**config.mk**
```make
export PLATFORM = sky130hd
export DESIGN_NAME = spi_target_regs
export DESIGN_NICKNAME = d
export VERILOG_FILES = /design/src/rtl/spi_target_regs.sv
export SDC_FILE = /design/constraint.sdc
export NUM_CORES = 1
export LEC_CHECK = 0
export ABC_AREA = 1
export BUFFER_PORTS_ARGS = -buffer_cell sky130_fd_sc_hd__buf_2
export CAP_MARGIN = 10
export CORE_ASPECT_RATIO = 1.75
export CORE_MARGIN = 2
export CORE_UTILIZATION = 64
export CTS_BUF_LIST = sky130_fd_sc_hd__clkbuf_8
export CTS_CLUSTER_DIAMETER = 150
export CTS_CLUSTER_SIZE = 12
export DETAILED_ROUTE_END_ITERATION = 10
export PLACE_DENSITY = 0.91
export SLEW_MARGIN = 40
export SYNTH_ARGS = -nofsm -noshare
export SYNTH_HDL_FRONTEND = slang
export SYNTH_SLANG_ARGS = --single-unit
export TNS_END_PERCENT = 50
```
**constraint.sdc**
```tcl
create_clock -name clk_i -period 7.5 [get_ports clk_i]
set_clock_uncertainty 0.1 [all_clocks]
set_input_delay 1.5 -clock clk_i [delete_from_list [all_inputs] [get_ports clk_i]]
set_output_delay 1.5 -clock clk_i [all_outputs]
set_load 0.05 [all_outputs]
```
**src/rtl/spi_target_regs.sv**
```systemverilog
// SPI mode-0 target giving an external host byte-wide read/write access to a small register file.
// All SPI pins are oversampled in the clk_i domain; nothing here is clocked by SCK.
module spi_target_regs #(
    parameter int NumRegs    = 16,
    parameter int SyncStages = 2,
    localparam int AW        = $clog2(NumRegs)
) (
    input  logic                 clk_i,
    input  logic                 rst_ni,
    input  logic                 spi_sck_i,
    input  logic                 spi_csb_i,
    input  logic                 spi_sd_i,
    output logic                 spi_sd_o,
    output logic                 spi_sd_en_o,
    output logic [NumRegs*8-1:0] regs_o,
    output logic                 wr_valid_o,
    output logic [AW-1:0]        wr_addr_o,
    output logic [7:0]           wr_data_o,
    output logic                 busy_o
);

    typedef enum logic [1:0] {IDLE, CMD, WRITE, READ} state_e;

    logic [SyncStages-1:0] sck_sync_q, csb_sync_q, sd_sync_q;
    logic                  sck_dly_q, csb_dly_q;
    logic                  sck_rise_q, sck_fall_q, csb_rise_q, csb_fall_q;
    logic                  sd_bit_q, busy_q;

    logic                  sck_s, csb_s;
    assign sck_s = sck_sync_q[SyncStages-1];
    assign csb_s = csb_sync_q[SyncStages-1];

    // CSB chain resets to "selected" so a CSB held low across reset release never looks like a fresh fall.
    always_ff @(posedge clk_i or negedge rst_ni) begin
        if (!rst_ni) begin
            sck_sync_q <= '0;
            csb_sync_q <= '0;
            sd_sync_q  <= '0;
            sck_dly_q  <= 1'b0;
            csb_dly_q  <= 1'b0;
            sck_rise_q <= 1'b0;
            sck_fall_q <= 1'b0;
            csb_rise_q <= 1'b0;
            csb_fall_q <= 1'b0;
            sd_bit_q   <= 1'b0;
            busy_q     <= 1'b0;
        end else begin
            sck_sync_q <= {sck_sync_q[SyncStages-2:0], spi_sck_i};
            csb_sync_q <= {csb_sync_q[SyncStages-2:0], spi_csb_i};
            sd_sync_q  <= {sd_sync_q[SyncStages-2:0], spi_sd_i};
            sck_dly_q  <= sck_s;
            csb_dly_q  <= csb_s;
            sck_rise_q <= sck_s & ~sck_dly_q;
            sck_fall_q <= ~sck_s & sck_dly_q;
            csb_rise_q <= csb_s & ~csb_dly_q;
            csb_fall_q <= ~csb_s & csb_dly_q;
            sd_bit_q   <= sd_sync_q[SyncStages-1];
            busy_q     <= ~csb_s;
        end
    end

    state_e       state_q;
    logic [2:0]   cnt_q;
    logic [6:0]   rx_sh_q;
    logic [7:0]   tx_sh_q;
    logic [AW-1:0] ptr_q;
    logic [7:0]   regs_q [NumRegs];
    logic         sd_q, sd_en_q, wr_valid_q;
    logic [AW-1:0] wr_addr_q;
    logic [7:0]   wr_data_q;

    logic [7:0]   rx_byte_d;
    logic [AW-1:0] ptr_d;
    logic         byte_done;
    assign rx_byte_d = {rx_sh_q, sd_bit_q};
    assign ptr_d     = ptr_q + AW'(1);
    assign byte_done = sck_rise_q && (cnt_q == 3'd7);

    always_ff @(posedge clk_i or negedge rst_ni) begin
        if (!rst_ni) begin
            state_q    <= IDLE;
            cnt_q      <= '0;
            rx_sh_q    <= '0;
            tx_sh_q    <= '0;
            ptr_q      <= '0;
            sd_q       <= 1'b0;
            sd_en_q    <= 1'b0;
            wr_valid_q <= 1'b0;
            wr_addr_q  <= '0;
            wr_data_q  <= '0;
            for (int i = 0; i < NumRegs; i++) regs_q[i] <= '0;
        end else begin
            wr_valid_q <= 1'b0;
            // A CSB rise wins over a coincident 8th SCK rise, so a racing byte is dropped.
            if (csb_rise_q) begin
                state_q <= IDLE;
                sd_q    <= 1'b0;
                sd_en_q <= 1'b0;
            end else if (csb_fall_q) begin
                state_q <= CMD;
                cnt_q   <= '0;
                rx_sh_q <= '0;
                sd_q    <= 1'b0;
                sd_en_q <= 1'b0;
            end else begin
                if (sck_rise_q && state_q != IDLE) begin
                    cnt_q   <= cnt_q + 3'd1;
                    rx_sh_q <= rx_byte_d[6:0];
                end
                case (state_q)
                    CMD: begin
                        if (byte_done) begin
                            ptr_q <= rx_byte_d[AW-1:0];
                            if (rx_byte_d[7]) begin
                                state_q <= READ;
                                sd_en_q <= 1'b1;
                                tx_sh_q <= regs_q[rx_byte_d[AW-1:0]];
                            end else begin
                                state_q <= WRITE;
                            end
                        end
                    end
                    WRITE: begin
                        if (byte_done) begin
                            regs_q[ptr_q] <= rx_byte_d;
                            wr_valid_q    <= 1'b1;
                            wr_addr_q     <= ptr_q;
                            wr_data_q     <= rx_byte_d;
                            ptr_q         <= ptr_d;
                        end
                    end
                    READ: begin
                        if (sck_fall_q) begin
                            sd_q    <= tx_sh_q[7];
                            tx_sh_q <= {tx_sh_q[6:0], 1'b0};
                        end
                        if (byte_done) begin
                            ptr_q   <= ptr_d;
                            tx_sh_q <= regs_q[ptr_d];
                        end
                    end
                    default: ;
                endcase
            end
        end
    end

    for (genvar gi = 0; gi < NumRegs; gi++) begin : g_regs
        assign regs_o[gi*8 +: 8] = regs_q[gi];
    end

    assign spi_sd_o    = sd_q;
    assign spi_sd_en_o = sd_en_q;
    assign wr_valid_o  = wr_valid_q;
    assign wr_addr_o   = wr_addr_q;
    assign wr_data_o   = wr_data_q;
    assign busy_o      = busy_q;

endmodule

```
==> results of run 1 <==
flip-flops by register name (all words and copies together), names as in the netlist, 2 cells and up:
name / cells
wr_addr_o: 4
regs_o: 128
ptr_q: 4
state_q: 2
wr_data_o: 8
tx_sh_q: 8
cnt_q: 3
sck_sync_q: 2
sd_sync_q: 2
rx_sh_q: 7
csb_sync_q: 2
kinds of logic after synthesis:
logic type      after synthesis
fa+ha+maj                     6
simple gates                706
xor+xnor                      2
buf+inv                     243
compound gates              188
flops                       181
final timing paths:
kind                         startpoint          to  slack [ps]
max                           regs_o[8]   regs_o[8]        4670
min                        sd_sync_q[1]    sd_bit_q         260
max reg2reg                    sd_bit_q  tx_sh_q[7]        4770
min reg2reg                sd_sync_q[1]    sd_bit_q         260
max in group asynchronous        rst_ni  regs_o[67]        5600
min in group asynchronous        rst_ni  regs_o[85]         770
cell usage after synthesis, types with 5 or more instances:
master    count  area, µm²
a21oi_1       9       45.0
buf_2        25        125
buf_6         9        101
clkbuf_1     42        158
dfrtp_1     181       4530
ha_1          6       75.1
inv_1       155        582
inv_2         5       18.8
nand2_1     444       1670
nand2_2      13       81.3
nand3_1     219       1100
nand3_2       5       50.1
nor2_1       12       45.0
nor2_4        5       56.3
o211ai_1     14        105
o21ai_0      25        125
o21ai_1     128        641
o22ai_1       8       50.1
or2_2         5       31.3
layout by cell type, fill, tap and decap left out, drive strengths merged:
master and count:
nand2 457, dfrtp 181, o22ai 8, buf 158, nand3 224, o21ai 153
inv 167, or2 6, o21bai 1, clkinv 9, bufinv 2, xor2 2
a21oi 10, o21a 1, nor2 17, ha 6, nand4 2, clkbuf 17
o211ai 14, a21boi 1
cell type report:
cell class	count	area [µm²]
Inverter	163	614
Timing Repair Buffer	158	850
Sequential cell	181	4530
Clock inverter	15	209
Tap cell	183	229
Clock buffer	17	234
Multi-Input combinational cell	902	4160
Fill cell	1204	4010
stage by stage:
stage          cell area [µm²]  hold WS, ps
2_1_floorplan             9710          231
3_3_place_gp             10300          233
3_5_place_dp             10400          236
4_1_cts                  10800          265
5_1_grt                  10800          272
6_report                 10800          262
power groups by stage:
stage	Combinational, mW	Clock, mW	Sequential (mW)
final	0.125	0.742	0.994
after detailed placement	0.121	0	1.01
after global routing	0.139	0.780	0.995
after floorplan	0.0749	0	1.01
after CTS	0.121	0.746	0.993
after global placement	0.117	0	1.01
routing by layer:
| metal | global-route usage | routed length, µm | vias to the layer above |
|---|---|---|---|
| li1 | - | - | 4422 |
| met1 | 0.472 | 11300 | 4455 |
| met2 | 0.653 | 15600 | 559 |
| met3 | 0.0558 | 2210 | 150 |
| met4 | 0.273 | 2440 | 0 |
| met5 | 0 | 0 | - |
==> results.ini, run 1 <==
[routing]
drt-total-wl_um = 31600
via_count = 9586
antenna_left = 0
route.detailed.drc = 0
wl_per_cell_um = 19.5
first_iter_violations = 804
dr.pass1.iters = 5
viasPerCell = 5.92

[setup_path]
path_cells = buf_2
critPathRequiredTime_ps = 5900
path_class = reg -> out
start_kind = flop
slowest_delay_ps = 470
critPathMaxFanout = 4
cp_slowest_cell = dfrtp_1
path_buf_inv = 1
critical_path_arrival_ps = 1230
cp_top_family = flip-flops
reg2regPathDepth = 12
endpoint_kind = primary output
cp.depth = 1

[flow_run]
max_cap_viol_count = 0

[clock_network]
clock_path_buffers = 2
cts_buffers = 17
h-tree-depth = 4
clock-root-buffer = clkbuf_8
clk_latency_ps = 470
cts_sinks = 181
cts_tree = built
postCtsResizedCells = 0
post_cts_buffers = 0
path_clk_slew_ps = 110
cts_hold_buf = 0

[min_path]
min-delay-path-class = reg -> reg
hold_depth = 0

[logic_synthesis]
async_reset_ff_frac = 1.00
ys_ff_latch = 181
synth_edf_count = 0
netlist_area_um2 = 9710
synth_fp_nets = 1337
synth_xor_area_frac = 0.00180
synth_compound_area_frac = 0.103
postSynthAreaPerCell_um2 = 7.32
ys_seq_area_frac = 0.467
synth-simple-area-share = 0.316
synth_warnings = 0
synth_top_family_by_area = simple AND/OR/NAND/NOR gates
synthCells = 1326
muxShareOfSynthArea = 0
synthFlopType = dfrtp_1
synth.distinct_cells = 31
synth_fa_ha_area_frac = 0.00773

[power]
power.leakage_nw = 5.65
swShare = 0.281
vdd_drop_max_v = 0.000229
p_int_mw = 1.34
power_density_nw_per_um2 = 172
p_seq_frac = 0.534
p_sw_mw = 0.523
power.total_mw = 1.86
power_frac_comb = 0.067
pwr-share-clk = 0.399

[place]
place_ws_ps = 4670
hpwlAfterDp_um = 21300
dp_cells = 1586
io_buffers = 148
gp_congestion = 0.974

[global_routing]
grt-ovfl-total = 0
antenna_found_initial = 0
grt_first_pass_wirelength_um = 50200
grt_max_degree = 111
grt_usage = 0.394
grt_pass1_vias = 9270

[finish]
num-nets-final = 1434
finalCoreUtilization = 0.729
stdcell_count = 1619
drive_above_1_share = 0.164
diodes = 0
area_growth_pct = 11.5

[sta]
grt_setup_unrepaired = false
setup_viol = 0
tightest_slew_ps = 841
fin_ws_ps = 4670
hold_viol = 0
slew_viol_final = 0
slew_headroom = 0.439
period_needed_ps = 2830
timing.setup.tns_ps = 0
max_freq_mhz = 353
fin_crit_sh = 0.377

[die]
fp.dieW_um = 97.1
die_height_um = 167
rows = 59
ios = 149
start_util = 0.654
core_um2 = 14800
die_area_um2 = 16200

[run_status]
status = finished clean

No activity file was read; power rests on OpenSTA's default activity.
==> run 2: changes to the inputs <==
--- a/config.mk
+++ b/config.mk
@@ -10,12 +10,12 @@
 export CAP_MARGIN = 10
 export CORE_ASPECT_RATIO = 1.75
 export CORE_MARGIN = 2
-export CORE_UTILIZATION = 64
+export CORE_UTILIZATION = 54
 export CTS_BUF_LIST = sky130_fd_sc_hd__clkbuf_8
 export CTS_CLUSTER_DIAMETER = 150
 export CTS_CLUSTER_SIZE = 12
 export DETAILED_ROUTE_END_ITERATION = 10
-export PLACE_DENSITY = 0.91
+export PLACE_DENSITY = 0.82
 export SLEW_MARGIN = 40
 export SYNTH_ARGS = -nofsm -noshare
 export SYNTH_HDL_FRONTEND = slang
==> constraint.sdc (replaced) <==
create_clock -name clk_i -period 2.35 [get_ports clk_i]
set_clock_uncertainty 0.1 [all_clocks]
set_input_delay 0.47 -clock clk_i [delete_from_list [all_inputs] [get_ports clk_i]]
set_output_delay 0.47 -clock clk_i [all_outputs]
set_load 0.05 [all_outputs]
==> results.ini, run 2 (synthesis results as in run 1) <==
[sta]
setup_viol = 0  ; unchanged
fin_crit_sh = 0.946
tightest_slew_ps = 931  ; was 841 ps
slew_headroom = 0.376  ; was 0.439
max_freq_mhz = 450
hold_viol = 0  ; unchanged
fin_ws_ps = 126  ; was 4670 ps
period_needed_ps = 2220
hold_slack_ps = 254  ; was 262 ps
grt_setup_unrepaired = false  ; unchanged
timing.setup.tns_ps = 0  ; unchanged
slew_viol_final = 0  ; unchanged

[power]
swShare = 0.252  ; was 0.281
p_int_mw = 4.36  ; was 1.34 mW
power_frac_comb = 0.074  ; was 0.067
p_seq_frac = 0.543  ; was 0.534
vdd_drop_max_v = 0.000588  ; was 0.000229 V
power_density_nw_per_um2 = 520  ; was 172 nW/µm²
power.leakage_nw = 5.84  ; was 5.65 nW
p_sw_mw = 1.47  ; was 0.523 mW
pwr-share-clk = 0.382  ; was 0.399

[global_routing]
grt_pass1_vias = 9032  ; was 9270
grt_first_pass_wirelength_um = 49500  ; was 50200 µm
antenna_found_initial = 0  ; unchanged
grt-ovfl-total = 0  ; unchanged
grt_usage = 0.338  ; was 0.394
grt_max_degree = 75  ; was 111

[routing]
via_count = 9703  ; was 9586
antenna_left = 0  ; unchanged
drt-total-wl_um = 31500  ; was 31600 µm
viasPerCell = 5.70  ; was 5.92
wl_per_cell_um = 18.5  ; was 19.5 µm
dr.pass1.iters = 7  ; was 5
first_iter_violations = 952  ; was 804
route.detailed.drc = 0  ; unchanged

[finish]
area_growth_pct = 15.5  ; was 11.5%
diodes = 0  ; unchanged
fillers = 1553  ; was 1204
mostFrequentLayoutCell = nand2_1  ; unchanged
largest_register_ff_count = 128  ; unchanged
drive_above_1_share = 0.175  ; was 0.164
final_cell_mix = nand2_1 (444), nand3_1 (219), dfrtp_1 (179)  ; unchanged
num-nets-final = 1469  ; was 1434

[clock_network]
path_clk_slew_ps = 100  ; was 110 ps
cts_buffers = 17  ; unchanged
post_cts_buffers = 0  ; unchanged
clk_latency_ps = 490  ; was 470 ps
h-tree-depth = 4  ; unchanged
cts_sinks = 181  ; unchanged
clock-root-buffer = clkbuf_8  ; unchanged
clock_path_buffers = 2  ; unchanged
cts_tree = built  ; unchanged

[setup_path]
start_kind = flop  ; unchanged
critPathMaxFanout = 23  ; was 4
path_class = reg -> reg  ; was reg -> out
critPathRequiredTime_ps = 2680  ; was 5900 ps
critical_path_arrival_ps = 2560  ; was 1230 ps
endpoint_kind = flop  ; was primary output

[flow_run]
max_cap_viol_count = 0  ; unchanged

[place]
place_ws_ps = 151  ; was 4670 ps
gp_congestion = 1.04  ; was 0.974
io_buffers = 148  ; unchanged
hpwlAfterDp_um = 22600  ; was 21300 µm

[die]
start_util = 0.553  ; was 0.654
core_um2 = 17500  ; was 14800 µm²
ios = 149  ; unchanged
rows = 64  ; was 59
fp.dieW_um = 105  ; was 97.1 µm
die_height_um = 181  ; was 167 µm
die_area_um2 = 19100  ; was 16200 µm²

[run_status]
status = finished clean  ; unchanged

[min_path]
min-delay-path-class = reg -> reg  ; unchanged

==> run 2: layout make-up <==
type	instances	area, µm²	area share
clock buffer	19	262	0.0233
tap	231	289	0.0258
clock inverter	13	144	0.0128
inverter	163	613	0.0547
timing repair buffer	193	1190	0.107
multi-input combinational	902	4170	0.372
sequential	181	4530	0.404
==> run 2: worst max-delay path, cell delays in order (launching register included) <==
cell      delay (ps)
dfrtp_1          370
clkinv_1         730
buf_4            450
nand3_1          110
nand3_1          100
nand2_1           90
nand2_1           40
nand3_1           70
nand2_1           60
inv_1             50
==> run 2: routing by layer <==
metal | part of all wire | vias to the layer above | track usage
met4 | 0.074 | 0 | 0.246
met1 | 0.36 | 4505 | 0.397
met5 | 0 | - | 0
met3 | 0.074 | 143 | 0.0566
li1 | - | 4502 | -
met2 | 0.49 | 553 | 0.552
==> run 2: path summary, 6_finish.rpt <==
check / cells after the start / endpoint / slack (ps) / from
worst min-delay path: 0 / sck_sync_q[1] / 250 / sck_sync_q[0]
min in group asynchronous: 2 / regs_o[42] / 440 / rst_ni
worst max register to register: 9 / tx_sh_q[2] / 130 / rx_sh_q[1]
worst max-delay path: 9 / tx_sh_q[2] / 130 / rx_sh_q[1]
worst min register to register: 0 / sck_sync_q[1] / 250 / sck_sync_q[0]
max in group asynchronous: 3 / regs_o[5] / 1090 / rst_ni
==> run 2: metrics by stage <==
| step | total power, mW | std cells | cell area, µm² | utilization |
|---|---|---|---|---|
| 2_1_floorplan | 3.46 | 1326 | 9710 | - |
| 3_3_place_gp | 3.64 | 1666 | 10700 | 0.613 |
| 3_5_place_dp | 3.65 | 1666 | 10700 | 0.613 |
| 4_1_cts | 5.84 | 1702 | 11200 | 0.638 |
| 5_1_grt | 6.02 | 1702 | 11200 | 0.639 |
| 6_report | 5.83 | 1702 | 11200 | 0.639 |
==> run 2: power groups by stage <==
stage | combinational [mW] | clock [mW] | sequential (mW)
floorplan | 0.239 | 0 | 3.22
global placement | 0.411 | 0 | 3.22
detailed placement | 0.421 | 0 | 3.23
CTS | 0.428 | 2.25 | 3.17
global route | 0.482 | 2.37 | 3.17
finish | 0.433 | 2.23 | 3.17
==> run 2: timing repair <==
item,in CTS,in global routing
setup endpoints to repair,0,7
hold buffers,4,0
resized for setup,0,2
endpoints found under the hold margin,59,0
==> run 3: changes to the inputs <==
--- a/config.mk
+++ b/config.mk
@@ -10,12 +10,12 @@
 export CAP_MARGIN = 10
 export CORE_ASPECT_RATIO = 1.75
 export CORE_MARGIN = 2
-export CORE_UTILIZATION = 54
+export CORE_UTILIZATION = 30
 export CTS_BUF_LIST = sky130_fd_sc_hd__clkbuf_8
 export CTS_CLUSTER_DIAMETER = 150
 export CTS_CLUSTER_SIZE = 12
 export DETAILED_ROUTE_END_ITERATION = 10
-export PLACE_DENSITY = 0.82
+export PLACE_DENSITY = 0.52
 export SLEW_MARGIN = 40
 export SYNTH_ARGS = -nofsm -noshare
 export SYNTH_HDL_FRONTEND = slang
==> constraint.sdc (replaced) <==
create_clock -name clk_i -period 2.35 [get_ports clk_i]
set_clock_uncertainty 0.1 [all_clocks]
set_input_delay 0.47 -clock clk_i [delete_from_list [all_inputs] [get_ports clk_i]]
set_output_delay 0.47 -clock clk_i [all_outputs]
set_load 0.1 [all_outputs]
==> results.ini, run 3 (synthesis results as in run 1) <==
[run_status]
status = finished clean  ; unchanged

[place]
hpwlAfterDp_um = 26600  ; was 22600 µm
dp_cells = 1841  ; was 1666
io_buffers = 148  ; unchanged
gp_congestion = 0.907  ; was 1.04
place_ws_ps = 172  ; was 151 ps

[finish]
final_cell_mix = nand2_1 (444), nand3_1 (219), dfrtp_1 (179)  ; unchanged
stdcell_count = 1878  ; was 1702
area_growth_pct = 18.3  ; was 15.5%
fillers = 3492  ; was 1553
num-nets-final = 1475  ; was 1469
largest_register_ff_count = 128  ; unchanged
drive_above_1_share = 0.181  ; was 0.175
finalCoreUtilization = 0.359  ; was 0.639
mostFrequentLayoutCell = nand2_1  ; unchanged

[clock_network]
clock_path_buffers = 2  ; unchanged
h-tree-depth = 4  ; unchanged
cts_buffers = 17  ; unchanged
cts_sinks = 181  ; unchanged
post_cts_buffers = 0  ; unchanged
clk_latency_ps = 520  ; was 490 ps
clock-root-buffer = clkbuf_8  ; unchanged
path_clk_slew_ps = 110  ; was 100 ps
cts_tree = built  ; unchanged

[routing]
dr.pass1.iters = 6  ; was 7
antenna_left = 0  ; unchanged
met3WireLength_um = 1430  ; was 2320 µm
first_iter_violations = 747  ; was 952
met2RoutedLength_um = 18300  ; was 15600 µm
wl_met1_um = 13900  ; was 11200 µm
top_layer_used = met4  ; unchanged
route.detailed.drc = 0  ; unchanged
wl_per_cell_um = 19.1  ; was 18.5 µm
drt-total-wl_um = 35800  ; was 31500 µm
via_count = 9309  ; was 9703
viasPerCell = 4.96  ; was 5.70

[setup_path]
crit_start = ptr_q[0]  ; was rx_sh_q[1]
reg2regPathDepth = 12  ; was 9
path_class = reg -> reg  ; unchanged
endpoint_kind = flop  ; unchanged
critPathRequiredTime_ps = 2720  ; was 2680 ps
critical_path_arrival_ps = 2470  ; was 2560 ps
worstSetupEndpoint = tx_sh_q[7]  ; was tx_sh_q[2]
r2r_setup_slack_ps = 250  ; was 130 ps
critPathMaxFanout = 15  ; was 23
start_kind = flop  ; unchanged
r2r-start = ptr_q[0]  ; was rx_sh_q[1]
reg2reg_to = tx_sh_q[7]  ; was tx_sh_q[2]

[min_path]
hold_depth = 0  ; unchanged
min-delay-path-class = reg -> reg  ; unchanged

[die]
rows = 87  ; was 64
ios = 149  ; unchanged
start_util = 0.303  ; was 0.553
die_height_um = 242  ; was 181 µm
core_um2 = 32000  ; was 17500 µm²
fp.dieW_um = 140  ; was 105 µm
die_area_um2 = 33900  ; was 19100 µm²

[sta]
hold_slack_ps = 258  ; was 254 ps
grt_setup_unrepaired = false  ; unchanged
hold_viol = 0  ; unchanged
max_freq_mhz = 476  ; was 450 MHz
slew_headroom = 0.539  ; was 0.376
slew_viol_final = 0  ; unchanged
setup_viol = 0  ; unchanged
tightest_slew_ps = 688  ; was 931 ps
fin_ws_ps = 251  ; was 126 ps
fin_crit_sh = 0.893  ; was 0.946
period_needed_ps = 2100  ; was 2220 ps
timing.setup.tns_ps = 0  ; unchanged

[global_routing]
grt_max_degree = 75  ; unchanged
grt_first_pass_wirelength_um = 55300  ; was 49500 µm
antenna_found_initial = 1  ; was 0
grt-ovfl-total = 0  ; unchanged
grt_usage = 0.214  ; was 0.338
grt_pass1_vias = 9167  ; was 9032

[flow_run]
max_cap_viol_count = 0  ; unchanged

[power]
power.leakage_nw = 5.86  ; was 5.84 nW
power_density_nw_per_um2 = 508  ; was 520 nW/µm²
vdd_drop_max_v = 0.000426  ; was 0.000588 V

run 3: cell count changes in the layout (fill, tap and decap cells not counted), moves of 2 or more:
cell and delta:
inv_8 +3, inv_1 -6, clkbuf_8 -2, buf_4 +4, buf_12 +2, bufinv_16 -2, inv_6 +5
run 3: per-stage QoR:
| stage | instance area [µm²] | total power, mW |
|---|---|---|
| after floorplan | 9710 | 3.47 |
| after global placement | 11000 | 3.67 |
| after detailed placement | 11000 | 3.68 |
| after CTS | 11500 | 5.92 |
| after global routing | 11500 | 6.08 |
| final | 11500 | 5.84 |
run 3: worst min-delay path by stage:
stage	from	to	slack [ps]
final	sd_sync_q[0]	sd_sync_q[1]	260
after detailed placement	csb_sync_q[0]	csb_sync_q[1]	240
after global placement	sd_sync_q[0]	sd_sync_q[1]	230
after floorplan	rst_ni	busy_o	70
after global routing	sd_sync_q[1]	sd_bit_q	280
after CTS	sd_sync_q[0]	sd_sync_q[1]	260
run 3: metal layers:
layer | vias up | global-route usage
met3 | 91 | 0.0346
met2 | 337 | 0.371
met4 | 0 | 0.126
met5 | - | 0
li1 | 4518 | -
met1 | 4363 | 0.248
run 3: timing repair:
action	CTS	global route
endpoints found under the hold margin	44	0
setup endpoints to repair	0	8
gates resized for setup	0	2
hold buffers	4	0
run 3: where the power goes:
| part | leakage (nW) | internal (mW) | switching (mW) | total [mW] |
|---|---|---|---|---|
| sequential | 2.50 | 3.14 | 0.0240 | 3.17 |
| clock | 0.200 | 0.885 | 1.33 | 2.22 |
| combinational | 3.16 | 0.134 | 0.320 | 0.454 |
| total | 5.86 | 4.16 | 1.67 | 5.84 |
run 3: area by class of cell:
type / count / area [µm²] / area share
Timing Repair Buffer: 199 / 1260 / 0.110
Antenna cell: 1 / 2.50 / 0.000218
Multi-Input combinational cell: 902 / 4170 / 0.363
Sequential cell: 181 / 4530 / 0.395
Tap cell: 400 / 500 / 0.0436
Clock inverter: 15 / 163 / 0.0142
Inverter: 163 / 613 / 0.0534
Clock buffer: 17 / 234 / 0.0204
run 3: critical path, cell delays in order (launching register included):
cell and delay, ps:
dfrtp_2 440, inv_2 80, ha_1 340, inv_1 130, buf_4 250, nand3_1 120
nand3_1 150, nand3_1 120, nand2_1 90, nand2_1 50, nand3_1 70, nand2_1 50
inv_1 50
